**config.mk**
```make
export PLATFORM = sky130hd
export DESIGN_NAME = serial_sample_frontend
export DESIGN_NICKNAME = d
export VERILOG_FILES = /design/src/rtl/serial_sample_frontend.sv
export SDC_FILE = /design/constraint.sdc
export NUM_CORES = 1
export LEC_CHECK = 0
export CAP_MARGIN = 20
export CORE_MARGIN = 3
export CORE_UTILIZATION = 50
export DETAILED_ROUTE_END_ITERATION = 16
export PLACE_DENSITY_LB_ADDON = 0.25
export SKIP_CTS_REPAIR_TIMING = 1
export SYNTH_ARGS = -nofsm -noshare
export SYNTH_HDL_FRONTEND = slang
export SYNTH_SLANG_ARGS = --single-unit
```
**constraint.sdc**
```tcl
create_clock -name clk -period 2.1 [get_ports clk]
set_input_delay 0.21 -clock clk [delete_from_list [all_inputs] [get_ports clk]]
set_output_delay 0.21 -clock clk [all_outputs]
set_load 0.02 [all_outputs]
```
**src/rtl/serial_sample_frontend.sv**
```systemverilog
// serial_sample_frontend: deserializes an asynchronous SPI-style sample stream into
// signed words and presents them to the wavelet core with a stretched strobe.
//   clk            system clock
//   rst            asynchronous reset, active low
//   i_sclk         external serial clock (async), data sampled on its rising edge
//   i_sdata        external serial data (async), MSB first
//   i_cs_n         external frame select (async), active low
//   i_clear_flags  synchronous pulse clearing o_frame_err and o_overrun
//   o_value        last accepted sample
//   o_data_clk     sample strobe, high STROBE_CYCLES clk per accepted word
//   o_frame_err    sticky: frame ended with a partial word
//   o_overrun      sticky: word completed while the strobe was still high
//   o_word_count   accepted words, wraps modulo 256
module serial_sample_frontend #(
    parameter int BITS_PER_ELEM = 8,
    parameter int SYNC_STAGES   = 2,
    parameter int STROBE_CYCLES = 4
) (
    input  logic                     clk,
    input  logic                     rst,
    input  logic                     i_sclk,
    input  logic                     i_sdata,
    input  logic                     i_cs_n,
    input  logic                     i_clear_flags,
    output logic [BITS_PER_ELEM-1:0] o_value,
    output logic                     o_data_clk,
    output logic                     o_frame_err,
    output logic                     o_overrun,
    output logic [7:0]               o_word_count
);
    localparam int CW = $clog2(BITS_PER_ELEM) + 1;
    localparam int SW = $clog2(STROBE_CYCLES + 1);

    typedef enum logic {IDLE, SHIFT} state_t;

    state_t                   state_q, state_d;
    logic [SYNC_STAGES-1:0]   sclk_sync_q, sdata_sync_q, cs_sync_q;
    logic                     sclk_prev_q;
    logic [BITS_PER_ELEM-1:0] shift_q, shift_d, value_q, value_d, word;
    logic [CW-1:0]            cnt_q, cnt_d;
    logic [SW-1:0]            strobe_q, strobe_d;
    logic                     dclk_q, dclk_d, ferr_q, ferr_d, ovr_q, ovr_d;
    logic [7:0]               wc_q, wc_d;
    logic                     sclk_s, sdata_s, cs_n_s, sclk_rise;
    logic                     word_done, frame_ev, accept;

    assign sclk_s    = sclk_sync_q[SYNC_STAGES-1];
    assign sdata_s   = sdata_sync_q[SYNC_STAGES-1];
    assign cs_n_s    = cs_sync_q[SYNC_STAGES-1];
    assign sclk_rise = sclk_s & ~sclk_prev_q;
    assign word      = {shift_q[BITS_PER_ELEM-2:0], sdata_s};

    always_comb begin
        state_d   = state_q;
        shift_d   = shift_q;
        cnt_d     = cnt_q;
        word_done = 1'b0;
        frame_ev  = 1'b0;
        if (state_q == IDLE) begin
            shift_d = '0;
            cnt_d   = '0;
            state_d = cs_n_s ? IDLE : SHIFT;
        end else if (cs_n_s) begin
            // frame end takes priority over a coincident sclk edge
            state_d  = IDLE;
            frame_ev = cnt_q != '0;
            cnt_d    = '0;
        end else if (sclk_rise) begin
            shift_d   = word;
            word_done = cnt_q == CW'(BITS_PER_ELEM - 1);
            cnt_d     = word_done ? '0 : cnt_q + 1'b1;
        end
    end

    // a word is only taken while the strobe is low; otherwise it is an overrun
    assign accept   = word_done & ~dclk_q;
    assign value_d  = accept ? word : value_q;
    assign dclk_d   = accept | (dclk_q & (strobe_q != '0));
    assign strobe_d = accept ? SW'(STROBE_CYCLES - 1) : (strobe_q != '0 ? strobe_q - 1'b1 : strobe_q);
    assign wc_d     = wc_q + 8'(accept);
    assign ferr_d   = frame_ev | (ferr_q & ~i_clear_flags);
    assign ovr_d    = (word_done & dclk_q) | (ovr_q & ~i_clear_flags);

    always_ff @(posedge clk or negedge rst) begin
        if (!rst) begin
            sclk_sync_q  <= '0;
            sdata_sync_q <= '0;
            cs_sync_q    <= '1;
            sclk_prev_q  <= 1'b0;
            state_q      <= IDLE;
            shift_q      <= '0;
            cnt_q        <= '0;
            value_q      <= '0;
            strobe_q     <= '0;
            dclk_q       <= 1'b0;
            ferr_q       <= 1'b0;
            ovr_q        <= 1'b0;
            wc_q         <= '0;
        end else begin
            sclk_sync_q  <= {sclk_sync_q[SYNC_STAGES-2:0], i_sclk};
            sdata_sync_q <= {sdata_sync_q[SYNC_STAGES-2:0], i_sdata};
            cs_sync_q    <= {cs_sync_q[SYNC_STAGES-2:0], i_cs_n};
            sclk_prev_q  <= sclk_s;
            state_q      <= state_d;
            shift_q      <= shift_d;
            cnt_q        <= cnt_d;
            value_q      <= value_d;
            strobe_q     <= strobe_d;
            dclk_q       <= dclk_d;
            ferr_q       <= ferr_d;
            ovr_q        <= ovr_d;
            wc_q         <= wc_d;
        end
    end

    assign o_value      = value_q;
    assign o_data_clk   = dclk_q;
    assign o_frame_err  = ferr_q;
    assign o_overrun    = ovr_q;
    assign o_word_count = wc_q;
endmodule

```
==> results.tsv, run 1 <==
metric	value	unit
rr_worst_depth	5	
setup_violations	0	
rows	20	
finalWorstSetupSlack	0.2994	ns
setup-tns-final	0	ns
hold_viol_final	39	
fmaxAchievable	555.4	MHz
yosysWarnings	0	
num_io_pins	25	
hpwl	2066	um
nets	175	
syn_nets	144	
cts_tree	done	
firstDrtPassIters	4	
core_area	3128	um^2
worst_clock_skew	0.01247	ns
die_area	4115	um^2
status	complete, but fails checks	
layout_common_cells	dfrtp_1, clkdlybuf4s50_1, nand2_1	
maxSlewViolCount	0	
violations	negative hold slack	
synthToLayoutAreaGrowth	20.65	%
grt_max_degree	42	
ant_nets	0	
path_max_fanout	9	
grt-ovfl-total	0	
cp.arrival	2.04	ns
track_usage	16.65	%
whs	-0.02877	ns
io_buffer_count	24	
rsz0062_at_grt	false	
critPathLaunch	cnt_q[1]$_DFFE_PN0P_	
worstMarginPinSlew	0.8607	ns
min_period	1.801	ns
cellLeakagePower	0.9469	nW
worst_ir_drop_vdd	0.4539	mV
critPathMaxStageDelay	0.42	ns
root_buffer	clkbuf_4	
power_per_cell_area	605.5	nW/um^2
insertion_delay	0.34	ns
dieWidth	64.15	um
hold_path.class	input port to async pin	
cts_buffers	5	
gp_congestion	0.7427	
grt_antenna_before_repair	0	
end_kind	flip-flop	
pre_cts_ws	0.2794	ns
crit_type	flip-flop to flip-flop	
drt_iter0_markers	53	
ys_ff_latch	41	
grt_pass1_vias	1118	
ys_seq_area_share	60.84	%
wl_per_cell	13.72	um
syn_inst	132	
crit_path_end	o_value[5]$_DFFE_PN0P_	
final.period_utilization	85.74	%
critPathRequiredTime	2.34	ns
wirelength	2840	um
timing.critical_path.slowest_stage_cell	dfrtp_1	
slew_headroom	42.62	%
final_common_cell	dfrtp_1	
cts_max_path_buffers	2	
worst-path-stages	5	
reg2reg_slack	0.30	ns
die_h	64.15	um
path_cells	ha_1 -> nand3b_1 -> nor4_4 -> buf_4 -> mux2_4	
clock_sinks	41	
netlist-cell-type-count	32	
grt_pass1_wl	5257	um
clkSlewWorstSetupHoldPaths	0.11	ns
post-route-drc-count	0	
post_synth.cell_area_avg	12.81	um^2
cts-htree-levels	2	
r2r-start	cnt_q[1]$_DFFE_PN0P_	
avgViaCountPerCell	5.111	
cp.buffers_inverters	1	
startpoint_type	flip-flop	
timing.rr.end	o_value[5]$_DFFE_PN0P_	
drive_gt1_share	13.50	%
critical_path.top_delay_family	simple AND/OR/NAND/NOR gates	
diodes	0	
drv_cap	0	
vias	1058	
synth.cell_area	1690	um^2
start_util	54.04	%
-- kinds of logic (layout without fill, tap and decap cells) --
| family | after synthesis | in the layout | synth area share, % |
|---|---|---|---|
| compound gates | 22 | 22 | 8.438 |
| simple gates | 34 | 34 | 11.69 |
| fa+ha+maj | 6 | 6 | 4.441 |
| xor+xnor | 9 | 9 | 4.663 |
| mux | 9 | 9 | 7.032 |
| flops | 41 | 41 | 60.84 |
| buf+inv | 11 | 42 | 2.887 |
-- registers in the layout, summed over array words and instances (netlist names) --
name	count
o_value	8
o_word_count	8
shift_q	7
cnt_q	4
strobe_q	3
cs_sync_q	2
sclk_sync_q	2
sdata_sync_q	2
o_data_clk	1
o_frame_err	1
o_overrun	1
sclk_prev_q	1
state_q	1
-- worst min-delay path by stage --
stage                                      to  depth (start not counted)
floorplan                cnt_q[0]$_DFFE_PN0P_                          0
global placement    sdata_sync_q[1]$_DFF_PN0_                          0
detailed placement  sdata_sync_q[1]$_DFF_PN0_                          0
CTS                   strobe_q[2]$_DFFE_PN0P_                          1
global route        o_word_count[6]$_DFF_PN0_                          1
finish                strobe_q[1]$_DFFE_PN0P_                          1
-- power breakdown --
part           leakage, nW  switching [mW]  internal [mW]
sequential           0.552         0.00969          0.801
clock               0.0314           0.222          0.158
combinational        0.364          0.0266         0.0178
total                0.947           0.258          0.977
-- layout make-up --
class                   instances  area [um^2]
fillers                       253         1089
flip-flops and latches         41         1028
repair buffers                 27        257.7
well taps                      44        55.05
clock buffers                   7        55.05
multi-input cells              80        613.1
inverters                       8        30.03
-- metrics by stage --
step	utilization (%)	instance area [um^2]	std cells	power (mW)
after floorplan	-	1690	132	0.8397
after global placement	63.44	1984	200	0.8695
after detailed placement	63.44	1984	200	0.8716
after global routing	65.20	2039	207	1.291
final	65.20	2039	207	1.235
after CTS	65.20	2039	207	1.256
-- synthesized netlist by cell type --
master    number  area (um^2)
mux2i_1        1        10.01
or4_1          1        7.510
nand3b_1       2        15.01
nand4_1        2        12.51
dfrtp_1       39        975.9
ha_1           6        75.07
a22o_1         1        8.760
buf_6          1        11.26
a21boi_0       7        52.55
nand2b_4       1        13.76
a211o_1        1        8.760
nand3_1        3        15.01
o21ai_0        8        40.04
a21oi_1        3        15.01
clkbuf_1       2        7.510
xnor2_1        6        52.55
or3_1          1        6.260
a32o_1         1        10.01
nor3_1         1        5.000
nor4_4         1        21.27
nor3b_1        1        7.510
inv_1          8        30.03
mux2_4         5        75.07
and4_1         1        8.760
xor2_1         3        26.28
a21o_1         1        7.510
nor2_1         6        22.52
nand2_1       11        41.29
and3b_1        1        8.760
nand2b_1       2        12.51
mux2_2         3        33.78
dfstp_2        2        52.55
-- layer usage --
metal	wire [um]	track usage [%]	vias up
met5	0	0	-
met4	48	7.916	0
met3	114	3.866	6
met2	1365	25.55	17
met1	1311	22.37	524
li1	-	-	511
(Power assumes the default switching activity.)
==> run 2: changes to the inputs <==
--- a/config.mk
+++ b/config.mk
@@ -8,7 +8,9 @@
 export CAP_MARGIN = 20
 export CORE_MARGIN = 3
 export CORE_UTILIZATION = 50
+export CTS_CLUSTER_SIZE = 30
 export DETAILED_ROUTE_END_ITERATION = 16
+export DONT_BUFFER_PORTS = 1
 export PLACE_DENSITY_LB_ADDON = 0.25
 export SKIP_CTS_REPAIR_TIMING = 1
 export SYNTH_ARGS = -nofsm -noshare
==> results.tsv, run 2 (synthesized netlist as in run 1, its figures left out) <==
metric	value	unit
critical_path.top_delay_family	flip-flops	
rows	20	
worst_ir_drop_vdd	0.3986	mV
rr_worst_depth	5	
finalWorstSetupSlack	0.3428	ns
die_h	64.15	um
layout_common_cells	dfrtp_1, nand2_1, inv_1, o21ai_0, a21boi_0	
fmaxAchievable	569.1	MHz
wl_per_cell	15.25	um
rsz0062_at_grt	false	
final.period_utilization	83.68	%
core_area	3128	um^2
cts_buffers	5	
final_common_cell	dfrtp_1	
grt_pass1_wl	5043	um
p_sw_share	22.10	%
clkSlewWorstSetupHoldPaths	0.12	ns
hold_path.class	input port to flip-flop	
wirelength	2883	um
cts_tree	done	
cp.buffers_inverters	1	
firstDrtPassIters	4	
clock_sinks	41	
gp_congestion	0.7231	
avgViaCountPerCell	5.259	
ant_nets	0	
reg2reg_slack	0.34	ns
start_util	54.04	%
vias	994	
cellLeakagePower	0.9022	nW
synthToLayoutAreaGrowth	11.62	%
grt_max_degree	42	
root_buffer	clkbuf_4	
path_max_fanout	12	
critPathMaxStageDelay	0.41	ns
power_per_cell_area	690.5	nW/um^2
diodes	0	
grt_pass1_vias	995	
power.switching	0.2879	mW
nets	156	
slew_headroom	74.05	%
worstMarginPinSlew	0.3893	ns
track_usage	16.33	%
cts-htree-levels	2	
path_cells	ha_1 -> nand3b_1 -> nor4_4 -> buf_4 -> mux2_2	
utilization	60.32	%
dieWidth	64.15	um
status	finished clean	
grt_antenna_before_repair	0	
timing.critical_path.slowest_stage_cell	dfrtp_1	
drt_iter0_markers	40	
timing.rr.end	o_value[1]$_DFFE_PN0P_	
setup-tns-final	0	ns
pre_cts_ws	0.3451	ns
drv_cap	0	
setup_violations	0	
power	1.303	mW
cp.arrival	2.00	ns
end_kind	flip-flop	
r2r-start	cnt_q[0]$_DFFE_PN0P_	
hold_path_startpoint	i_clear_flags	
critPathRequiredTime	2.34	ns
cts_max_path_buffers	2	
insertion_delay	0.36	ns
num_io_pins	25	
die_area	4115	um^2
io_buffer_count	0	
post-route-drc-count	0	
grt-ovfl-total	0	
min_period	1.757	ns
whs_path_depth	2	
worst_clock_skew	0.01371	ns
hold_end	o_frame_err$_DFF_PN0_	
worst-path-stages	5	
hpwl	2026	um
maxSlewViolCount	0	
crit_type	flip-flop to flip-flop	
clock_power_share	34.1	%
share_seq_of_total_power	62.3	%
hold_viol_final	0	
intPower	1.015	mW
comb_power_share	3.6	%
drive_gt1_share	16.55	%
startpoint_type	flip-flop	
## run 2: cell count changes in the layout (fill, tap and decap cells not counted), sizes merged
cell           previous run  this run
clkdlybuf4s50            23         0
clkinv                    0         1
dlygate4sd3               0         4
## run 2: how the worst max path moves through the flow
stage | start | to | slack [ns]
6_report | cnt_q[0]$_DFFE_PN0P_ | o_value[1]$_DFFE_PN0P_ | 0.34
4_1_cts | cnt_q[0]$_DFFE_PN0P_ | o_value[1]$_DFFE_PN0P_ | 0.34
5_1_grt | cnt_q[0]$_DFFE_PN0P_ | o_value[1]$_DFFE_PN0P_ | 0.19
3_3_place_gp | cnt_q[0]$_DFFE_PN0P_ | o_value[0]$_DFFE_PN0P_ | 0.42
2_1_floorplan | cnt_q[0]$_DFFE_PN0P_ | o_word_count[4]$_DFF_PN0_ | 0.38
3_5_place_dp | cnt_q[0]$_DFFE_PN0P_ | o_value[1]$_DFFE_PN0P_ | 0.35
## run 2: stage by stage
step           cell area [um^2]  hold slack, ns  instances
2_1_floorplan              1690        -0.08559        132
3_3_place_gp               1749        -0.08418        176
3_5_place_dp               1749        -0.08422        176
4_1_cts                    1819         -0.4912        184
5_1_grt                    1887         0.05969        189
6_report                   1887         0.06634        189
## run 2: area by class of cell
| class | count | area, um^2 |
|---|---|---|
| Clock inverter | 1 | 5.005 |
| Clock buffer | 7 | 65.06 |
| Inverter | 8 | 30.03 |
| Sequential cell | 41 | 1028 |
| Multi-Input combinational cell | 80 | 613.1 |
| Fill cell | 262 | 1241 |
| Tap cell | 44 | 55.05 |
| Timing Repair Buffer | 8 | 90.09 |
## run 2: power by group through the flow
stage               registers (mW)  clock network (mW)  logic, mW
detailed placement           0.827                   0     0.0210
global route                 0.813               0.495     0.0539
floorplan                    0.822                   0     0.0176
finish                       0.811               0.444     0.0475
CTS                          0.812               0.457     0.0212
global placement             0.826                   0     0.0199
## run 2: routing by layer
layer	global-route usage, %	vias up	part of all wire [%]
met3	6.151	7	6.3
met2	25.68	31	50
met1	20.45	484	42
li1	-	472	-
met5	0	-	0
met4	6.332	0	1.8
